[src/rtl/seq_divider.sv]
// Restoring divider, one quotient bit per clock; optional signed mode via SEQ_DIVIDER_SIGNED_EN.
// Latency: WIDTH cycles from accepted load to done (WIDTH+1 when signed); divide-by-zero is 1 cycle.
// Backpressure: none; load is ignored while busy, and results are held until the next accepted load.
module seq_divider #(
  parameter int WIDTH = 32
) (
  input  logic             clk,
  input  logic             reset,
  input  logic             load,
  input  logic [WIDTH-1:0] dividend,
  input  logic [WIDTH-1:0] divisor,
  output logic             busy,
  output logic             done,
  output logic             div_by_zero,
  output logic [WIDTH-1:0] quotient,
  output logic [WIDTH-1:0] remainder
);
  localparam int CW = $clog2(WIDTH + 1);

`ifdef SEQ_DIVIDER_SIGNED_EN
  typedef enum logic [1:0] {IDLE, RUN, FIX, DONE} state_t;
`else
  typedef enum logic [1:0] {IDLE, RUN, DONE} state_t;
`endif

  state_t           state, state_nxt;
  logic             accept;
  logic             last_step;
  logic [WIDTH-1:0] rem_q, quo_q, dvsr_q;
  logic [CW-1:0]    cnt;
  logic [WIDTH:0]   shifted;
  logic [WIDTH:0]   trial;
  logic [WIDTH-1:0] rem_nxt, quo_nxt;
  logic [WIDTH-1:0] dvd_mag, dvs_mag;
`ifdef SEQ_DIVIDER_SIGNED_EN
  logic             neg_q, neg_r;
`endif

  // Operand magnitudes fed to the unsigned core.
`ifdef SEQ_DIVIDER_SIGNED_EN
  assign dvd_mag = dividend[WIDTH-1] ? -dividend : dividend;
  assign dvs_mag = divisor[WIDTH-1]  ? -divisor  : divisor;
`else
  assign dvd_mag = dividend;
  assign dvs_mag = divisor;
`endif

  // One restoring step: shift {R,Q} left, trial-subtract at WIDTH+1 bits, keep R if negative.
  always_comb begin
    shifted = {rem_q, quo_q[WIDTH-1]};
    trial   = shifted - {1'b0, dvsr_q};
    rem_nxt = trial[WIDTH] ? shifted[WIDTH-1:0] : trial[WIDTH-1:0];
    quo_nxt = {quo_q[WIDTH-2:0], ~trial[WIDTH]};
  end

  // State register.
  always_ff @(posedge clk or posedge reset) begin
    if (reset) state <= IDLE;
    else       state <= state_nxt;
  end

  // Next-state logic: accept loads only when idle or done; leave RUN after WIDTH steps.
  always_comb begin
    state_nxt = state;
    accept    = 1'b0;
    last_step = 1'b0;
    case (state)
      IDLE, DONE: begin
        if (load) begin
          accept    = 1'b1;
          state_nxt = (divisor == '0) ? DONE : RUN;
        end
      end
      RUN: begin
        last_step = (cnt == CW'(1));
`ifdef SEQ_DIVIDER_SIGNED_EN
        if (last_step) state_nxt = FIX;
`else
        if (last_step) state_nxt = DONE;
`endif
      end
`ifdef SEQ_DIVIDER_SIGNED_EN
      FIX: state_nxt = DONE;
`endif
      default: state_nxt = IDLE;
    endcase
  end

  // Datapath: operand capture, iteration, and result registers.
  always_ff @(posedge clk or posedge reset) begin
    if (reset) begin
      rem_q       <= '0;
      quo_q       <= '0;
      dvsr_q      <= '0;
      cnt         <= '0;
      div_by_zero <= 1'b0;
      quotient    <= '0;
      remainder   <= '0;
`ifdef SEQ_DIVIDER_SIGNED_EN
      neg_q       <= 1'b0;
      neg_r       <= 1'b0;
`endif
    end else if (accept) begin
      if (divisor == '0) begin
        // No iteration: report the saturated quotient and pass the dividend through.
        div_by_zero <= 1'b1;
        quotient    <= '1;
        remainder   <= dividend;
        cnt         <= '0;
      end else begin
        div_by_zero <= 1'b0;
        rem_q       <= '0;
        quo_q       <= dvd_mag;
        dvsr_q      <= dvs_mag;
        cnt         <= CW'(WIDTH);
`ifdef SEQ_DIVIDER_SIGNED_EN
        neg_q       <= dividend[WIDTH-1] ^ divisor[WIDTH-1];
        neg_r       <= dividend[WIDTH-1];
`endif
      end
    end else if (state == RUN) begin
      rem_q <= rem_nxt;
      quo_q <= quo_nxt;
      cnt   <= cnt - CW'(1);
`ifndef SEQ_DIVIDER_SIGNED_EN
      if (last_step) begin
        quotient  <= quo_nxt;
        remainder <= rem_nxt;
      end
`endif
    end
`ifdef SEQ_DIVIDER_SIGNED_EN
    else if (state == FIX) begin
      // Truncate toward zero; remainder follows the dividend's sign.
      quotient  <= neg_q ? -quo_q : quo_q;
      remainder <= neg_r ? -rem_q : rem_q;
    end
`endif
  end

  // Status flags decode straight from the state register.
`ifdef SEQ_DIVIDER_SIGNED_EN
  assign busy = (state == RUN) || (state == FIX);
`else
  assign busy = (state == RUN);
`endif
  assign done = (state == DONE);

endmodule
[config.mk]
export PLATFORM = sky130hd
export DESIGN_NAME = seq_divider
export DESIGN_NICKNAME = d
export VERILOG_FILES = /design/src/rtl/seq_divider.sv
export SDC_FILE = /design/constraint.sdc
export NUM_CORES = 1
export LEC_CHECK = 0
export ABC_AREA = 1
export ABC_CLOCK_PERIOD_IN_PS = 9610
export BUFFER_PORTS_ARGS = -buffer_cell sky130_fd_sc_hd__buf_4
export CORE_MARGIN = 2
export CORE_UTILIZATION = 55
export DETAILED_ROUTE_END_ITERATION = 12
export PLACE_DENSITY_LB_ADDON = 0.12
export SLEW_MARGIN = 20
export SYNTH_ARGS = -nofsm -noshare
export SYNTH_HDL_FRONTEND = slang
export SYNTH_SLANG_ARGS = --single-unit
[constraint.sdc]
create_clock -name clk -period 9.61 [get_ports clk]
set_clock_uncertainty 0.05 [all_clocks]
set_input_delay 0.961 -clock clk [delete_from_list [all_inputs] [get_ports clk]]
set_output_delay 0.961 -clock clk [all_outputs]
set_load 0.01 [all_outputs]
==> metrics list, run 1 <==
* Final net count: 1779
* Design internal power: 2.37 mW
- Hold-fix buffer count after cts: 0
* Type of the worst setup path: in2reg
- Area of the placeable core: 19300 sq um
- TritonCTS built the clock tree.
- The min-delay analysis places its worst path in the category reg2reg.
* Prevailing post-synth register cell: dfrtp_1
- The slowest stage of the critical path belongs to the cell inv_2.
* Reg2Reg Setup Slack: roughly 6.6 ns
- In the detailed route, the total length drawn on met3 is 1050 microns.
* VDD IR-drop max: ~0.19 mV
- Measured along the x axis, the die boundary spans ~140 microns.
* Die Outline Area: 20700 sq um
- Power density over the cells: 372 nW/um^2
- Most frequent cells in the layout: nand2_1, inv_1, dfrtp_1
* First-iteration detailed-routing DRC count: 587
- The first detailed-routing pass ran for 5 iterations.
- The first global-routing pass estimated 46200 microns of wire.
- Total net switching power: between 2 and 2.5 mW
* DRC: 0
* Maximum clock rate: between 200 and 300 MHz
* Nets in the synthesized netlist: 1677
- Power share of the clock group: 0.148
* Dpl cell area: 11900 sq um
- Final clock period utilization by the worst path: 0.364
* Vertical die dimension: around 140 microns
- Proportion of layout cells with a drive suffix above 1: 0.160
* Final-report setup violation count: 0
* Placed cell count: 1923
* Sequence of cells on the critical path: buf_4 > nor4_1 > nand3_1 > nor2_1 > nand2_1 > nand2_2 > buf_4 > inv_2 > nor2_1 > nand3_1 > nand2_1 > inv_1
- Proportion of total power due to net switching: 0.489
- Worst EP arrival: between 3 and 4 ns
- Number of global-route vias before repair: 9250
- For this run, the register share of the synthesized area comes to 0.393.
- Setup repair after global routing left no endpoint under its margin.
- Sum of internal, switching and leakage power: 4.65 mW
* Average detailed-routed wire length per instance: 14.5 microns
- Number of clock buffers inserted by TritonCTS: 17
- Detailed Route WL: 28400 microns
- Post-CTS clock slew at the launch and capture registers of the worst setup and hold paths: 0.07 ns
* Utilization after layout: 0.645
* Number of placement rows: 51
* Routed Antenna Nets: 0
- STA puts the critical path data required time at 9.89 ns.
- In this run the post-CTS setup repair buffer count came out at 0.
- Pin count of the biggest net entering global routing: 105
- For this design the static power due to leakage is 7.47 nW.
- Top cell family by delay on the critical path: simple AND/OR/NAND/NOR gates
- Post-route met1 wirelength: 12700 microns
- Clock latency reported for the late side of the worst-skew pair: between 0.4 and 0.5 ns
- Summed over all instances, the cell type with the most area after synthesis is dfrtp_1.
- Detailed routing placed a total of 13900 microns of wire on met2.
* Status: completed
* CTS H-Tree Depth: 4
* Crit path launch type: input pin
* Worst setup slack after layout: 6.11 ns
- At the placement stage, the worst setup path has a slack of 5.71 ns.
- Leaving out fill and tap cells, the most frequent cell in the layout is nand2_1.
- Together, buffers and inverters on the worst path number 4.
- Worst slew margin relative to its limit: 0.272
- Filler-free cell count of the finished design: 1955
- Counting flops with an async set or reset pin after synthesis yields a share of 1.00.
- Via total after detailed routing: 9883
* Number of antenna violations at the first check in global routing: 0
* Global route total overflow: 0
- DP Wirelength: ~21000 microns
* Cts repair resizes: 0
- The number of hold-slack violations in the final timing report is 0.
- Pin placement for this block handled ~130 I/O pins.
* TritonCTS Sinks: 169
* Post-route setup TNS: 0 ns
- Number of cells produced by synthesis: 1575
- The number of different library cells used by synthesis comes to 37.
* Top cell type's share of synthesized area: 0.393
- Buffer levels on the longest clock path: 2
* Post-route minimum period: 3.50 ns
- Max-slew violation count: 0
- After detailed routing, the number of vias per cell comes to 5.06.
- Combinational fraction of design power: 0.574
- Root buffer selected by CTS: clkbuf_16
- After synthesis, the mean cell area works out to just under 7 sq um.
- Initial Util: 0.557
- Warnings, synthesis: 0
- The share of total power dissipated in sequential elements is 0.278.
* Maximum capacitance violations: 0
* Slowest stage delay, CP: ~0.58 ns
* Number of register bits inferred by synthesis: 169
* Highest metal layer used by the detailed router: met4
* Worst slew pin tran: 1.09 ns
* Area of the mapped netlist: between 10000 and 15000 sq um
- Number of inserted diodes: 0
- The count of buffers added on input and output ports is 133.
- After routing the design area is 12500 sq um.
- Across every metal layer, demand over resource in global routing totals 0.286.
- At the end of routability-driven placement, the weighted congestion stood at 0.944.
- STA classifies the critical path endpoint as a flop.
- Number of enable flip-flop cells after synthesis: 0
- Highest net fanout along the worst path: 71
* Post-route worst hold slack: 0.424 ns
- Relative to the synthesized area, the layout overhead comes to 15.8%.
- Leading post-synthesis cells by cell area: dfrtp_1, nand2_1, inv_1
area by class of cell:
type	count	area, sq um
sequential	169	4230
tap	265	332
inverter	274	1030
multi-input combinational	1076	5240
fill	1839	6860
clock buffer	18	439
timing repair buffer	139	1050
clock inverter	14	153
metal layers:
metal / up-vias / track usage
li1: 5033 / -
met1: 4567 / 0.373
met2: 231 / 0.490
met3: 52 / 0.0360
met4: 0 / 0.0996
met5: - / 0
cells in the mapped netlist (4+ instances only):
cell	n
ha_1	34
buf_6	6
or2_2	32
nand2_2	10
nand4_1	12
nor2_2	4
a21oi_1	35
buf_2	20
a31oi_1	35
o21ai_0	54
nand3_1	86
xor2_1	14
clkbuf_1	21
and2_1	4
buf_1	6
inv_1	269
nand2_1	566
nand3_2	39
nor3_1	4
nor2_1	126
dfrtp_1	169
inv_2	5
nor4_1	5
final timing paths:
| path | startpoint | cells past startpoint | to |
|---|---|---|---|
| worst max-delay path | divisor[5] | 12 | remainder[18] |
| worst min-delay path | quotient[7] | 2 | quotient[7] |
| worst max register to register | dvsr_q[0] | 17 | rem_q[23] |
| worst min register to register | quotient[7] | 2 | quotient[7] |
| max in group asynchronous | reset | 3 | remainder[17] |
| min in group asynchronous | reset | 2 | cnt[0] |
flip-flops by register name, summed over array words and instances, names as in the netlist:
| register | cells |
|---|---|
| dvsr_q | 32 |
| div_by_zero | 1 |
| quo_q | 32 |
| rem_q | 32 |
| cnt | 6 |
| state | 2 |
| remainder | 32 |
| quotient | 32 |
tightest hold or removal path, delay by kind of cell, from the launching register on:
| kind | cells | cell delay, ns |
|---|---|---|
| and+or+nand+nor | 2 | 0.09 |
| DFF | 1 | 0.35 |
kinds of logic after synthesis:
kind of cell	synth area share
simple gates	0.364
buf+inv	0.123
flops	0.393
compound gates	0.0655
fa+ha+maj	0.0413
xor+xnor	0.0122
mux	0.000929
power groups by stage:
stage	registers (mW)	clock network, mW	logic (mW)
2_1_floorplan	1.29	0	1.94
3_3_place_gp	1.30	0	2.60
3_5_place_dp	1.30	0	2.65
4_1_cts	1.29	0.697	2.67
5_1_grt	1.33	0.725	3.02
6_report	1.29	0.688	2.67
(Power assumes the default switching activity.)
==> run 2, diff against run 1 <==
- ABC_CLOCK_PERIOD_IN_PS: 9610 -> 3600
- clock period: 9.61 -> 3.6 ns (I/O delays scaled with it)
==> metrics list, run 2 (synthesis gave the netlist of run 1 again) <==
- Post-route worst hold slack: 0.137 ns (was 0.424 ns)
* Crit. path cell count: 17 (was 12)
* Worst setup path startpoint: dvsr_q[0] (was divisor[5])
- Maximum capacitance violations: 0 (unchanged)
- Aggregate global-route resource usage: 0.284 (was 0.286)
- The clock buffer count from CTS came to 17 (unchanged).
- The post-place setup slack is 0.628 ns (was 5.71 ns).
- Dpl cell area: 11900 sq um (about the same)
- The final design instance area without fill was 12600 sq um (was 12500 sq um).
* Number of global-route vias before repair: 9306 (was 9250)
- Initial Util: 0.557 (unchanged)
- DRC: 0 (unchanged)
- The leakage component of the power is 7.51 nW (was 7.47 nW).
- The layout net count was 1784 (was 1779).
- Area of the placeable core: 19300 sq um (unchanged)
- The critical setup path kind is reg2reg (was in2reg).
- The critical-path maximum fanout came to 33 (was 71).
- Utilization after layout: 0.650 (was 0.645)
- The area overhead of the layout relative to synthesis is 16.6% (was 15.8%).
- WP data required: 3.93 ns (was 9.89 ns)
* First-pass GRT wire length: 46000 microns (was 46200 microns)
- Maximum clock rate: 333 MHz
- RD Place Congestion: 0.966 (was 0.944)
- The signal arrival time at the worst endpoint came to 3.33 ns (was 3.78 ns).
- The via count normalized by instance count was 5.04 (was 5.06).
* Average detailed-routed wire length per instance: 14.4 microns (was 14.5 microns)
* Number of antenna violations at the first check in global routing: 0 (unchanged)
* Worst setup slack after layout: 0.597 ns (was 6.11 ns)
- The post-cts repair resize count is 0 (unchanged).
- Max-slew violation count: 0 (unchanged)
- CTS H-Tree Depth: 4 (unchanged)
* Cell depth of the worst flop-to-flop path: 17 (unchanged)
- The post-DP HPWL came to 21100 microns (about the same).
- The count of port buffers added during placement was 133 (unchanged).
- The clock-pin slew on the worst setup and hold paths came to 0.07 ns (about the same).
* Sequence of cells on the critical path: ha_1 > fa_1 > inv_1 > nand2_1 > nand2_1 > nand3_1 > nand2_1 > nand2_1 > nand2_2 > nand2_2 > nand2_2 > nand2_2 > nand2_4 > nand3_1 > nand2_1 > nand2_1 > nand2_1 (was buf_4 > nor4_1 > nand3_1 > nor2_1 > nand2_1 > nand2_2 > buf_4 > inv_2 > nor2_1 > nand3_1 > nand2_1 > inv_1)
- The number of hold-slack violations in the final timing report was 0 (unchanged).
- Capturing instance or port of the critical path: rem_q[24] (was remainder[18])
- Crit path launch type: flop (was input pin)
* CTS tree: yes (unchanged)
- Number of inserted diodes: 0 (unchanged)
- The overall die area is 20700 sq um (unchanged).
- Worst slew pin tran: 1.08 ns (was 1.09 ns)
* Most frequent cells in the layout: nand2_1, inv_1, dfrtp_1 (unchanged)
* Most used cell, CP: nand2_1
- The clock root buffer is clkbuf_16 (unchanged).
- Buf+Inv Stages, Crit Path: 1 (was 4)
- RSZ-0062 raised after global routing: no (unchanged).
- Status: completed (unchanged).
- The most frequent standard cell in the layout excluding fill and tap cells is nand2_1 (unchanged).
- The pin count of the biggest net entering global routing is 98 (was 105).
* VDD IR-drop max: 0.567 mV (was 0.191 mV)
- Routed Antenna Nets: 0 (unchanged)
* First-pass DRT Iterations: 6 (was 5)
* Slowest stage delay, CP: 0.44 ns (was 0.58 ns)
- The total setup buffers inserted after CTS is 0 (unchanged).
- Worst slew margin relative to its limit: 0.283 (was 0.272)
- Dividing the final minimum period by the clock period gives 0.834.
- The slack of the worst reg-to-reg path is 0.60 ns (was 6.60 ns).
- TritonCTS Sinks: 169 (unchanged)
* Category of the worst setup path capture point: flop (unchanged)
- The filler-free cell count of the finished design was 1959 (was 1955).
- The width of the die was 144 microns (unchanged).
- The cell family with the largest share of critical-path delay is simple AND/OR/NAND/NOR gates (unchanged).
- Buffer levels on the longest clock path: 2 (unchanged)
- The layout filler cell count came to 1815 (was 1839).
- The number of setup violations in the final report was 0 (unchanged).
- The share of cells above drive strength 1 was 0.161 (was 0.160).
- Worst flop-to-flop path endpoint: rem_q[24] (was rem_q[23])
* Clock latency reported for the late side of the worst-skew pair: 0.43 ns (was 0.44 ns)
- The vertical die dimension is 144 microns (unchanged).
- The number of I/O pins is 134 (unchanged).
- The overall routed net length is 28200 microns (was 28400 microns).
- Type of the worst min-delay path: in2reg (was reg2reg)
- The post-route total power came to 12.5 mW (was 4.65 mW).
- Worst-path cell with the longest stage delay: dfrtp_1 (was inv_2)
- Via total after detailed routing: 9874 (was 9883)
- The power density over cell area is 998 nW/um^2 (was 372 nW/um^2).
- The number of placed instances with taps included came to 1927 (was 1923).
- Number of placement rows: 51 (unchanged)
- Post-route minimum period: 3.00 ns
- The initial detailed-routing violation count is 655 (was 587).
- The final setup TNS came to 0 ns (unchanged).
- The source of the worst register-to-register timing path was dvsr_q[0] (unchanged).
- The remaining global-route overflow was 0 (unchanged).
[run 2: cell type report]
class / count / area (sq um) / share of cell area
Multi-Input combinational cell: 1076 / 5240 / 0.417
Clock inverter: 14 / 206 / 0.0164
Timing Repair Buffer: 144 / 1100 / 0.0875
Sequential cell: 169 / 4230 / 0.337
Inverter: 274 / 1030 / 0.0823
Tap cell: 265 / 332 / 0.0264
Clock buffer: 17 / 425 / 0.0339
[run 2: worst min-delay path, stage by stage]
cell,delay [ns]
buf_4,0.08
nor2_1,0.04
a21oi_1,0.10
[run 2: worst min path at each step]
stage,end,startpoint,depth (start not counted)
finish,dvsr_q[12],divisor[12],3
global route,dvsr_q[8],divisor[8],3
CTS,dvsr_q[12],divisor[12],3
detailed placement,quotient[13],quotient[13],2
global placement,quotient[5],quotient[5],2
floorplan,dvsr_q[20],dvsr_q[20],2
[run 2: repair_timing]
item,4_1_cts,5_1_grt
hold buffers,1,0
setup endpoints to repair,0,0
hold endpoints to repair,24,0
[run 2: power by group]
group	internal, mW	leakage (nW)	switching [mW]
logic	2.59	5.18	4.54
registers	2.82	2.03	0.605
clock network	1.12	0.302	0.860
[run 2: layer usage]
layer	routed length [microns]	global-route usage	up-vias	share of wire
met1	12400	0.364	4538	0.44
met5	0	0	-	0
met3	1240	0.0447	54	0.044
met2	13500	0.476	252	0.48
met4	1050	0.127	0	0.037
li1	-	-	5030	-
